**src/rtl/apb_pkg.sv**
```systemverilog
// Shared APB bus widths, master FSM states and the latched request payload type.
package apb_pkg;

    localparam int APB_ADDR_W = 10;
    localparam int APB_DATA_W = 32;

    // Read data returned on an ACCESS-phase timeout abort.
    localparam logic [APB_DATA_W-1:0] APB_TIMEOUT_RDATA = 32'hDEAD_BEEF;

    typedef enum logic [1:0] {
        ST_IDLE,
        ST_SETUP,
        ST_ACCESS
    } apb_state_e;

    typedef struct packed {
        logic                  write;
        logic [APB_ADDR_W-1:0] addr;
        logic [APB_DATA_W-1:0] wdata;
    } apb_req_t;

endpackage

```
**src/rtl/rr_arbiter.sv**
```systemverilog
// Combinational round-robin arbiter: grants the first set request at or above
// i_rr_ptr, wrapping around, as both a one-hot vector and an index.
module rr_arbiter #(
    parameter int NUM_REQ = 2,
    parameter int IDX_W   = (NUM_REQ > 1) ? $clog2(NUM_REQ) : 1
) (
    input  logic [NUM_REQ-1:0] i_req,
    input  logic [IDX_W-1:0]   i_rr_ptr,
    output logic [NUM_REQ-1:0] o_grant,
    output logic [IDX_W-1:0]   o_grant_idx
);

    logic [IDX_W-1:0] w_cand;
    logic             w_found;

    always_comb begin
        o_grant     = '0;
        o_grant_idx = '0;
        w_cand      = '0;
        w_found     = 1'b0;
        for (int unsigned k = 0; k < NUM_REQ; k++) begin
            w_cand = IDX_W'((32'(i_rr_ptr) + k) % NUM_REQ);
            if (!w_found && i_req[w_cand]) begin
                w_found          = 1'b1;
                o_grant[w_cand]  = 1'b1;
                o_grant_idx      = w_cand;
            end
        end
    end

endmodule

```
**src/rtl/apb_arb_master.sv**
```systemverilog
// Round-robin arbitrated APB master sharing one slave between NUM_REQ requesters.
// Define APB_TIMEOUT_EN to build the ACCESS-phase timeout (err_o, DEAD_BEEF response).
module apb_arb_master
    import apb_pkg::*;
#(
    parameter int NUM_REQ        = 2,
    parameter int TIMEOUT_CYCLES = 16
) (
    input  logic                                  clk,
    input  logic                                  reset,
    input  logic [NUM_REQ-1:0]                    req_i,
    input  logic [NUM_REQ-1:0]                    req_write_i,
    input  logic [NUM_REQ-1:0][APB_ADDR_W-1:0]    req_addr_i,
    input  logic [NUM_REQ-1:0][APB_DATA_W-1:0]    req_wdata_i,
    output logic [NUM_REQ-1:0]                    done_o,
    output logic [APB_DATA_W-1:0]                 rdata_o,
    output logic                                  err_o,
    output logic                                  psel_o,
    output logic                                  penable_o,
    output logic [APB_ADDR_W-1:0]                 paddr_o,
    output logic                                  pwrite_o,
    output logic [APB_DATA_W-1:0]                 pwdata_o,
    input  logic [APB_DATA_W-1:0]                 prdata_i,
    input  logic                                  pready_i
);

    localparam int IDX_W = (NUM_REQ > 1) ? $clog2(NUM_REQ) : 1;

    generate
        if (NUM_REQ < 2 || NUM_REQ > 8 || TIMEOUT_CYCLES < 1) begin : g_bad_cfg
            $error("apb_arb_master: NUM_REQ must be 2..8 and TIMEOUT_CYCLES >= 1");
        end
    endgenerate

    apb_state_e           r_state, w_state_nxt;
    logic [IDX_W-1:0]     r_rr_ptr, r_winner, w_grant_idx;
    logic [NUM_REQ-1:0]   w_grant, r_done;
    logic [APB_DATA_W-1:0] r_rdata;
    apb_req_t             r_req, w_win_req;
    logic                 w_any, w_complete, w_abort;

    rr_arbiter #(
        .NUM_REQ (NUM_REQ),
        .IDX_W   (IDX_W)
    ) u_arb (
        .i_req       (req_i),
        .i_rr_ptr    (r_rr_ptr),
        .o_grant     (w_grant),
        .o_grant_idx (w_grant_idx)
    );

    assign w_any           = |w_grant;
    assign w_win_req.write = req_write_i[w_grant_idx];
    assign w_win_req.addr  = req_addr_i[w_grant_idx];
    assign w_win_req.wdata = req_wdata_i[w_grant_idx];

`ifdef APB_TIMEOUT_EN
    localparam int TMO_W = $clog2(TIMEOUT_CYCLES + 1);
    logic [TMO_W-1:0] r_tmo_cnt;
    logic             r_err;
`endif

    always_comb begin
        w_state_nxt = r_state;
        w_complete  = 1'b0;
        w_abort     = 1'b0;
        case (r_state)
            ST_IDLE:   if (w_any) w_state_nxt = ST_SETUP;
            ST_SETUP:  w_state_nxt = ST_ACCESS;
            ST_ACCESS: begin
                if (pready_i) begin
                    w_complete  = 1'b1;
                    w_state_nxt = ST_IDLE;
                end
`ifdef APB_TIMEOUT_EN
                // Abort on the cycle that would make the wait count reach the limit.
                else if (r_tmo_cnt == TMO_W'(TIMEOUT_CYCLES - 1)) begin
                    w_abort     = 1'b1;
                    w_state_nxt = ST_IDLE;
                end
`endif
            end
            default:   w_state_nxt = ST_IDLE;
        endcase
    end

    always_ff @(posedge clk) begin
        if (reset) begin
            r_state  <= ST_IDLE;
            r_rr_ptr <= '0;
            r_winner <= '0;
            r_req    <= '0;
            r_done   <= '0;
            r_rdata  <= '0;
        end else begin
            r_state <= w_state_nxt;
            r_done  <= '0;
            if (r_state == ST_IDLE && w_any) begin
                r_req    <= w_win_req;
                r_winner <= w_grant_idx;
            end
            if (w_complete || w_abort) begin
                r_done[r_winner] <= 1'b1;
                r_rr_ptr <= (r_winner == IDX_W'(NUM_REQ - 1)) ? '0 : r_winner + 1'b1;
                if (w_abort)
                    r_rdata <= APB_TIMEOUT_RDATA;
                else if (!r_req.write)
                    r_rdata <= prdata_i;
            end
        end
    end

`ifdef APB_TIMEOUT_EN
    always_ff @(posedge clk) begin
        if (reset) begin
            r_tmo_cnt <= '0;
            r_err     <= 1'b0;
        end else begin
            if (r_state != ST_ACCESS)
                r_tmo_cnt <= '0;
            else if (!pready_i)
                r_tmo_cnt <= r_tmo_cnt + 1'b1;
            if (w_complete || w_abort)
                r_err <= w_abort;
        end
    end
    assign err_o = r_err;
`else
    assign err_o = 1'b0;
`endif

    assign psel_o    = (r_state != ST_IDLE);
    assign penable_o = (r_state == ST_ACCESS);
    assign paddr_o   = r_req.addr;
    assign pwrite_o  = r_req.write;
    assign pwdata_o  = r_req.wdata;
    assign done_o    = r_done;
    assign rdata_o   = r_rdata;

endmodule
```
**config.mk**
```make
export PLATFORM = sky130hd
export DESIGN_NAME = apb_arb_master
export DESIGN_NICKNAME = d
export VERILOG_FILES = /design/src/rtl/apb_pkg.sv /design/src/rtl/rr_arbiter.sv /design/src/rtl/apb_arb_master.sv
export SDC_FILE = /design/constraint.sdc
export NUM_CORES = 1
export LEC_CHECK = 0
export BUFFER_PORTS_ARGS = -buffer_cell sky130_fd_sc_hd__buf_2
export CAP_MARGIN = 20
export CORE_MARGIN = 5
export CORE_UTILIZATION = 48
export DETAILED_ROUTE_END_ITERATION = 16
export PLACE_DENSITY = 0.95
export SLEW_MARGIN = 20
export SYNTH_ARGS = -nofsm -noshare
export SYNTH_HDL_FRONTEND = slang
export SYNTH_SLANG_ARGS = --single-unit
```
**constraint.sdc**
```tcl
create_clock -name clk -period 2.7 [get_ports clk]
set_clock_uncertainty 0.2 [all_clocks]
set_input_delay 0.135 -clock clk [delete_from_list [all_inputs] [get_ports clk]]
set_output_delay 0.135 -clock clk [all_outputs]
set_load 0.05 [all_outputs]
```
==> results.cfg, run 1 <==
[routing]
drt_iter0_markers = 263
drc = 0
drtPass1Iterations = 5
wl_um = 15000
ant_nets = 0
num_vias = 4642
wl_per_cell_um = 18.3
avgViaCountPerCell = 5.67

[placement]
portBuffers = 201
place_congestion = 0.812
dpl-instance-area_sq_mm = 0.00464
dp_hpwl_um = 7890
dp_slack_ns = 0.792

[critical_path]
cp_max_fo = 44
endpoint_kind = flip-flop
critical_path_required_ns = 2.77
cp_data_arrival_time_ns = 2.65
crit_type = reg2reg
start_kind = flip-flop

[layout]
area.growth.synth_to_final_pct = 63.5
final_cell_mix = buf_2, dlygate4sd3_1, dfxtp_1
n_antenna_cell = 0
final_area_sq_mm = 0.00603
final_common_cell = buf_2
final_nets = 835
fin_util = 0.793
layout-drive-gt1-share = 0.374
fill_cells = 460

[floorplan]
rows = 32
start_util = 0.485
die_area_sq_mm = 0.00954
core-area_sq_mm = 0.00761
die_y_um = 97.7
die_w_um = 97.7
ios = 203

[grt]
grt_max_degree = 82
grt_antenna_before_repair = 1
grt_overflow_total = 0
use_met1 = 0.323
grt_use_met2 = 0.550
busiest_layer = met2
grt.total_usage = 0.305
grt_pass1_vias = 4789
grt_util_met3 = 0.0768
grt_pass1_wl_um = 23900

[clock_network]
clock_latency_ns = 0.33
cts_htree_levels = 3
clockBufferDepth = 2
post_cts_buffers = 0
clk_pin_slew_ns = 0.08
cts_tree = yes
postCtsHoldBufs = 121
clock-root-buffer = clkbuf_8
cts_resized = 0
numCtsBuffers = 9
clock-sinks = 81

[pwr]
total_power_w = 0.00331
vdd_ir_drop_max_mv = 0.277
p_leak_nw = 2.62
powerDensity_mw_per_mm2 = 549

[synth]
synth_area_sq_mm = 0.00369
syn_nets = 547
ys_ff_latch = 81
synth_ff_type = dfxtp_1
synthCells = 424
synth.distinct_cells = 26
ys_seq_area_frac = 0.440
synth_area_per_cell_sq_um = 8.70
synth_edf_count = 0
synthArstFlopShare = 0
ys_warn_count = 0

[job]
cap_violations = 0

[timing]
layout_min_cycle_time_ns = 2.58
finalHoldViolations = 0
max_slew_margin = 0.299
setup_slack_ns = 0.122
fin_crit_sh = 0.955
timing.fmax_ghz = 0.388
final-max-slew-violation-count = 0
rsz0062_at_grt = false
final.setup.tns_ns = 0
finalSetupViolCount = 0
tightestPinTransition_ns = 1.05

[status]
status = finished clean

[worst_hold_path]
hold_path_class = reg2reg
[routing by layer]
| metal | routed length [um] | share of wire | vias up |
|---|---|---|---|
| li1 | - | - | 2111 |
| met1 | 5420 | 0.36 | 2145 |
| met2 | 7630 | 0.51 | 318 |
| met3 | 1240 | 0.082 | 66 |
| met4 | 683 | 0.046 | 2 |
| met5 | 13 | 0.00087 | - |
[power by group]
| group | total (W) | internal (W) | switching, W | leakage [nW] |
|---|---|---|---|---|
| registers | 0.00135 | 0.00129 | 0.0000613 | 0.665 |
| logic | 0.00116 | 0.000436 | 0.000721 | 1.87 |
| clock network | 0.000807 | 0.000346 | 0.000461 | 0.0839 |
| total | 0.00331 | 0.00207 | 0.00124 | 2.62 |
[worst max-delay path, stage by stage (launching register included)]
cell           delay (ns)
dfxtp_1              0.37
nand2b_2             0.75
nand3_1              0.24
a311oi_2             0.34
dlygate4sd3_1        0.61
[stage by stage]
stage | instances | hold slack (ns)
after floorplan | 424 | 0.0710
after global placement | 682 | 0.177
after detailed placement | 682 | 0.183
after CTS | 819 | 0.229
after global routing | 819 | 0.264
final | 819 | 0.230
[sequential cells by signal, summed over array words and instances, names as in the netlist]
name / flops
pwdata_o: 32
done_o: 2
r_state: 2
paddr_o: 10
r_rr_ptr: 1
pwrite_o: 1
rdata_o: 32
r_winner: 1
[cells in the mapped netlist, types with 3 or more instances]
master    number  area share
a311oi_2      39        0.16
a21oi_1       76        0.10
o21ai_0       43       0.058
nor2_1         4      0.0041
dfxtp_1       81        0.44
nand2_1       64       0.065
a311oi_1       4      0.0095
buf_6          7       0.021
nand3_1       44       0.060
clkbuf_1      37       0.038
nor2b_1        3      0.0051
buf_2          5      0.0068
[cell families (layout without fill, tap and decap cells)]
family	after synthesis	count (layout)	share of synthesized area
AOI/OAI and AO/OA	163	163	0.332
other	1	1	0.00102
buffers and inverters	54	347	0.0719
DFF	81	81	0.440
and+or+nand+nor	123	123	0.150
muxes	2	2	0.00543
[worst paths after layout]
| path | from | to | slack (ns) | depth (start not counted) |
|---|---|---|---|---|
| max | r_rr_ptr | pwdata_o[6] | 0.12 | 4 |
| max reg2reg | r_rr_ptr | pwdata_o[6] | 0.12 | 4 |
| min | r_winner | done_o[0] | 0.23 | 1 |
| min reg2reg | r_winner | done_o[0] | 0.23 | 1 |
[cell type report]
cell class / count / area [sq um] / share of cell area
Clock inverter: 6 / 50.0 / 0.00830
Inverter: 3 / 11.3 / 0.00187
Timing Repair Buffer: 328 / 2260 / 0.375
Clock buffer: 10 / 128 / 0.0212
Sequential cell: 81 / 1620 / 0.269
Multi-Input combinational cell: 289 / 1830 / 0.303
Tap cell: 102 / 128 / 0.0212
Note: power is estimated with default switching activity, not from simulation.
==> inputs of run 2 (changes only) <==
Settings changed: CORE_UTILIZATION 48 to 35, PLACE_DENSITY 0.95 to 0.76.
==> run 2 against run 1 <==
Against the previous run:
- global-route usage is 9.2 points lower
- combinational power hardly changed
- critical path depth stayed put
- first-iteration DRC count is 30% higher
- sequential power hardly changed
- design area is 1.1% higher
- via count is 3.6% lower
- clock-buffer cell count is 1 lower
- flip-flop and latch count stayed put
- wire length is 5.2% lower
- cell count is 3.9% higher
- core utilization is 20 points lower
- critical path type unchanged
- highest routed layer is now met4
==> results.cfg, run 2 (same netlist as run 1, synthesis figures left out) <==
[floorplan]
die_area_sq_mm = 0.0127
die_w_um = 113
rows = 37
ios = 203
core-area_sq_mm = 0.0103
die_y_um = 113
start_util = 0.357

[routing]
wl_um = 14200
drt_iter0_markers = 342
num_vias = 4474
wl_per_cell_um = 16.7
avgViaCountPerCell = 5.26
drtPass1Iterations = 5
drc = 0
ant_nets = 0

[critical_path]
start_kind = flip-flop
endpoint_kind = flip-flop
critPathMaxStageDelay_ns = 0.72
crit_chain = nand2b_2, nand3_1, a311oi_2, dlygate4sd3_1
cp_max_fo = 44
crit_type = reg2reg
slowest_stage = nand2b_2
cp_data_arrival_time_ns = 2.62
cp_top_family = simple AND/OR/NAND/NOR gates
path_buf_inv = 1
critical_path_required_ns = 2.79

[timing]
max_slew_margin = 0.289
finalSetupViolCount = 0
tightestPinTransition_ns = 1.07
layout_min_cycle_time_ns = 2.53
finalHoldViolations = 0
final.setup.tns_ns = 0
timing.fmax_ghz = 0.396
fin_crit_sh = 0.935
final-max-slew-violation-count = 0
rsz0062_at_grt = false

[grt]
grt_util_met3 = 0.0566
grt_overflow_total = 0
grt.total_usage = 0.213
grt_pass1_vias = 4580
grt_antenna_before_repair = 0
grt_use_met2 = 0.393
grt_max_degree = 82
use_met1 = 0.229
grt_pass1_wl_um = 22200
busiest_layer = met2

[placement]
placed_cells = 717
dp_hpwl_um = 8100
place_congestion = 0.848
portBuffers = 201

[pwr]
p_switching_w = 0.00123
clkPwrFrac = 0.281
combPwrFrac = 0.331
vdd_ir_drop_max_mv = 0.300
seq_power_share = 0.388
internal-power_w = 0.00225
swShare = 0.353
powerDensity_mw_per_mm2 = 570
p_leak_nw = 2.64

[clock_network]
cts_htree_levels = 3
clockBufferDepth = 2
post_cts_buffers = 0
cts_tree = yes
postCtsHoldBufs = 119
clk_pin_slew_ns = 0.09
clock-sinks = 81
numCtsBuffers = 9
cts_resized = 0
clock-root-buffer = clkbuf_8
clock_latency_ns = 0.35

[layout]
final_cell_mix = buf_2, dlygate4sd3_1, dfxtp_1
area.growth.synth_to_final_pct = 65.3
fin_util = 0.591
final_common_cell = buf_2
n_antenna_cell = 0
finalNonFillerCells = 851
final_nets = 834
layout-drive-gt1-share = 0.376

[job]
cap_violations = 0

[status]
status = finished clean

[worst_hold_path]
hold_path_class = in2reg
-- run 2: cell types whose count changed in the layout (fill, tap and decap cells not counted), sizes merged --
cell         delta
buf             +1
inv             -1
bufinv          +2
clkinvlp        -1
dlygate4sd3     -2
clkbuf          -1
-- run 2: final timing paths --
kind,slack (ns),cells after the start,end,startpoint
setup / recovery,0.17,4,pwdata_o[30],r_rr_ptr
hold / removal,0.24,2,r_rr_ptr,reset
setup reg to reg,0.17,4,pwdata_o[30],r_rr_ptr
hold reg to reg,0.24,1,done_o[0],r_winner
-- run 2: power groups by stage --
stage               clock network, W  registers [W]  logic (W)
floorplan                          0        0.00168   0.000389
global placement                   0        0.00137   0.000922
detailed placement                 0        0.00137   0.000941
CTS                          0.00100        0.00135    0.00113
global route                 0.00106        0.00136    0.00122
finish                      0.000976        0.00135    0.00115
-- run 2: cell type report --
cell class	count	area, sq um
clock buffer	9	124
clock inverter	6	90.1
fill	873	4230
inverter	3	11.3
multi-input combinational	289	1830
sequential	81	1620
tap	136	170
timing repair buffer	327	2250
-- run 2: metrics by stage --
stage / hold slack (ns) / instance area [sq um] / worst slack [ns] / power (W)
6_report: 0.235 / 6100 / 0.174 / 0.00347
3_3_place_gp: 0.175 / 4690 / 0.574 / 0.00229
3_5_place_dp: 0.185 / 4690 / 0.482 / 0.00232
2_1_floorplan: 0.0710 / 3690 / 0.952 / 0.00207
5_1_grt: 0.249 / 6100 / 0.0433 / 0.00364
4_1_cts: 0.222 / 6100 / 0.231 / 0.00348
-- run 2: worst register-to-register path: stages (launching register included) --
cell and delay (ns):
dfxtp_1 0.37, nand2b_2 0.72, nand3_1 0.28, a311oi_2 0.31, dlygate4sd3_1 0.59
-- run 2: routing by layer --
layer  share of wire  up-vias
met2            0.51      237
met5               0        -
met1            0.39     2085
met4           0.029        0
met3           0.078       42
li1                -     2110
==> inputs of run 3 (changes only) <==
Settings changed: CORE_ASPECT_RATIO from default to 1.25, PLACE_DENSITY 0.76 to 0.65.
==> run 3 against run 2 <==
Against the previous run:
- register-to-register slack gained 0.08 ns
- via count decreased by 1.8%
- first-iteration DRC count down 41%
- combinational power about the same
- core utilization is 0.42 points higher
- highest routed layer is now met5
- critical path type unchanged
- sequential share of layout area fell by 0.52 points
- setup slack improved by 0.079 ns
- die area is essentially flat
- flip-flop and latch count is the same
==> results.cfg, run 3 (same netlist as run 1, synthesis figures left out) <==
[grt]
grt_util_met3 = 0.0493
grt_pass1_wl_um = 20500
grt_antenna_before_repair = 1
grt_max_degree = 56
grt_pass1_vias = 4420
grt.total_usage = 0.200
busiest_layer = met2
grt_use_met2 = 0.349
use_met1 = 0.212
grt_overflow_total = 0

[placement]
dpl-instance-area_sq_mm = 0.00470
place_congestion = 0.729
portBuffers = 201
placed_cells = 713
dp_hpwl_um = 7730

[routing]
wl_um = 13200
avgViaCountPerCell = 5.18
drtPass1Iterations = 5
drc = 0
ant_nets = 0
wl_per_cell_um = 15.6
drt_iter0_markers = 201
num_vias = 4392

[timing]
timing.fmax_ghz = 0.409
tightestPinTransition_ns = 0.880
max_slew_margin = 0.413
finalHoldViolations = 0
final.setup.tns_ns = 0
layout_min_cycle_time_ns = 2.45
hold_slack_ns = 0.0245
fin_crit_sh = 0.906
finalSetupViolCount = 0
final-max-slew-violation-count = 0
rsz0062_at_grt = false

[clock_network]
clock-root-buffer = clkbuf_16
clockBufferDepth = 2
clk_pin_slew_ns = 0.06
clock_latency_ns = 0.33
cts_tree = yes
clock-sinks = 81
numCtsBuffers = 9
post_cts_buffers = 0
cts_htree_levels = 3

[critical_path]
endpoint_kind = flip-flop
path_buf_inv = 1
cp_top_family = simple AND/OR/NAND/NOR gates
cp_max_fo = 44
critical_path_required_ns = 2.77
crit_type = reg2reg
critPathMaxStageDelay_ns = 0.71
start_kind = flip-flop
cp_data_arrival_time_ns = 2.52
crit_chain = nand2b_2, nand3_1, a311oi_2, dlygate4sd3_1
slowest_stage = nand2b_2

[worst_hold_path]
hold_path_class = in2reg

[floorplan]
die_area_sq_mm = 0.0127
start_util = 0.353
die_y_um = 125
die_w_um = 102
core-area_sq_mm = 0.0105
ios = 203
rows = 42

[layout]
final_cell_mix = buf_2, dlygate4sd3_1, dfxtp_1
n_antenna_cell = 0
final_common_cell = buf_2
finalNonFillerCells = 848
final_nets = 834
area.growth.synth_to_final_pct = 68.7
final_area_sq_mm = 0.00622
layout-drive-gt1-share = 0.377

[job]
cap_violations = 0

[pwr]
vdd_ir_drop_max_mv = 0.270
total_power_w = 0.00383
p_leak_nw = 2.70
powerDensity_mw_per_mm2 = 616

[status]
status = finished clean
-- run 3: what timing repair did --
| item | 4_1_cts | 5_1_grt |
|---|---|---|
| endpoints found under the hold margin | 78 | 0 |
| gates resized for setup | 0 | 0 |
| hold buffers | 119 | 0 |
-- run 3: worst paths after layout --
kind | start | end | slack [ns] | depth (start not counted)
hold / removal | req_i[1] | r_winner | 0.02 | 3
hold reg to reg | r_winner | done_o[0] | 0.23 | 1
setup / recovery | r_rr_ptr | pwdata_o[23] | 0.25 | 4
setup reg to reg | r_rr_ptr | pwdata_o[23] | 0.25 | 4
-- run 3: area by class of cell --
cell class | count | area, sq um
flip-flops and latches | 81 | 1620
repair buffers | 327 | 2260
multi-input cells | 289 | 1830
clock buffers | 10 | 239
well taps | 132 | 165
fillers | 869 | 4240
inverters | 3 | 11.3
clock inverters | 6 | 90.1
-- run 3: where the power goes --
group	internal, W	switching [W]
logic	0.000437	0.000696
clock network	0.000839	0.000508
registers	0.00129	0.0000605
-- run 3: worst register-to-register path: cells and delay by family, from the launching register on --
kind	cells	cell delay, ns
AND/OR/NAND/NOR	2	0.96
buffers and inverters	1	0.58
flip-flops	1	0.35
AO/OA/AOI/OAI	1	0.30
-- run 3: metrics by stage --
step                       util  setup WS (ns)
after global routing      0.595         0.0997
after detailed placement  0.450          0.842
after CTS                 0.595          0.301
after global placement    0.450          0.878
final                     0.595          0.253
after floorplan               -          0.952
-- run 3: routing by layer --
layer / wire length (um) / up-vias
li1: - / 2102
met1: 5030 / 2026
met2: 6650 / 207
met3: 1030 / 55
met4: 522 / 2
met5: 7 / -
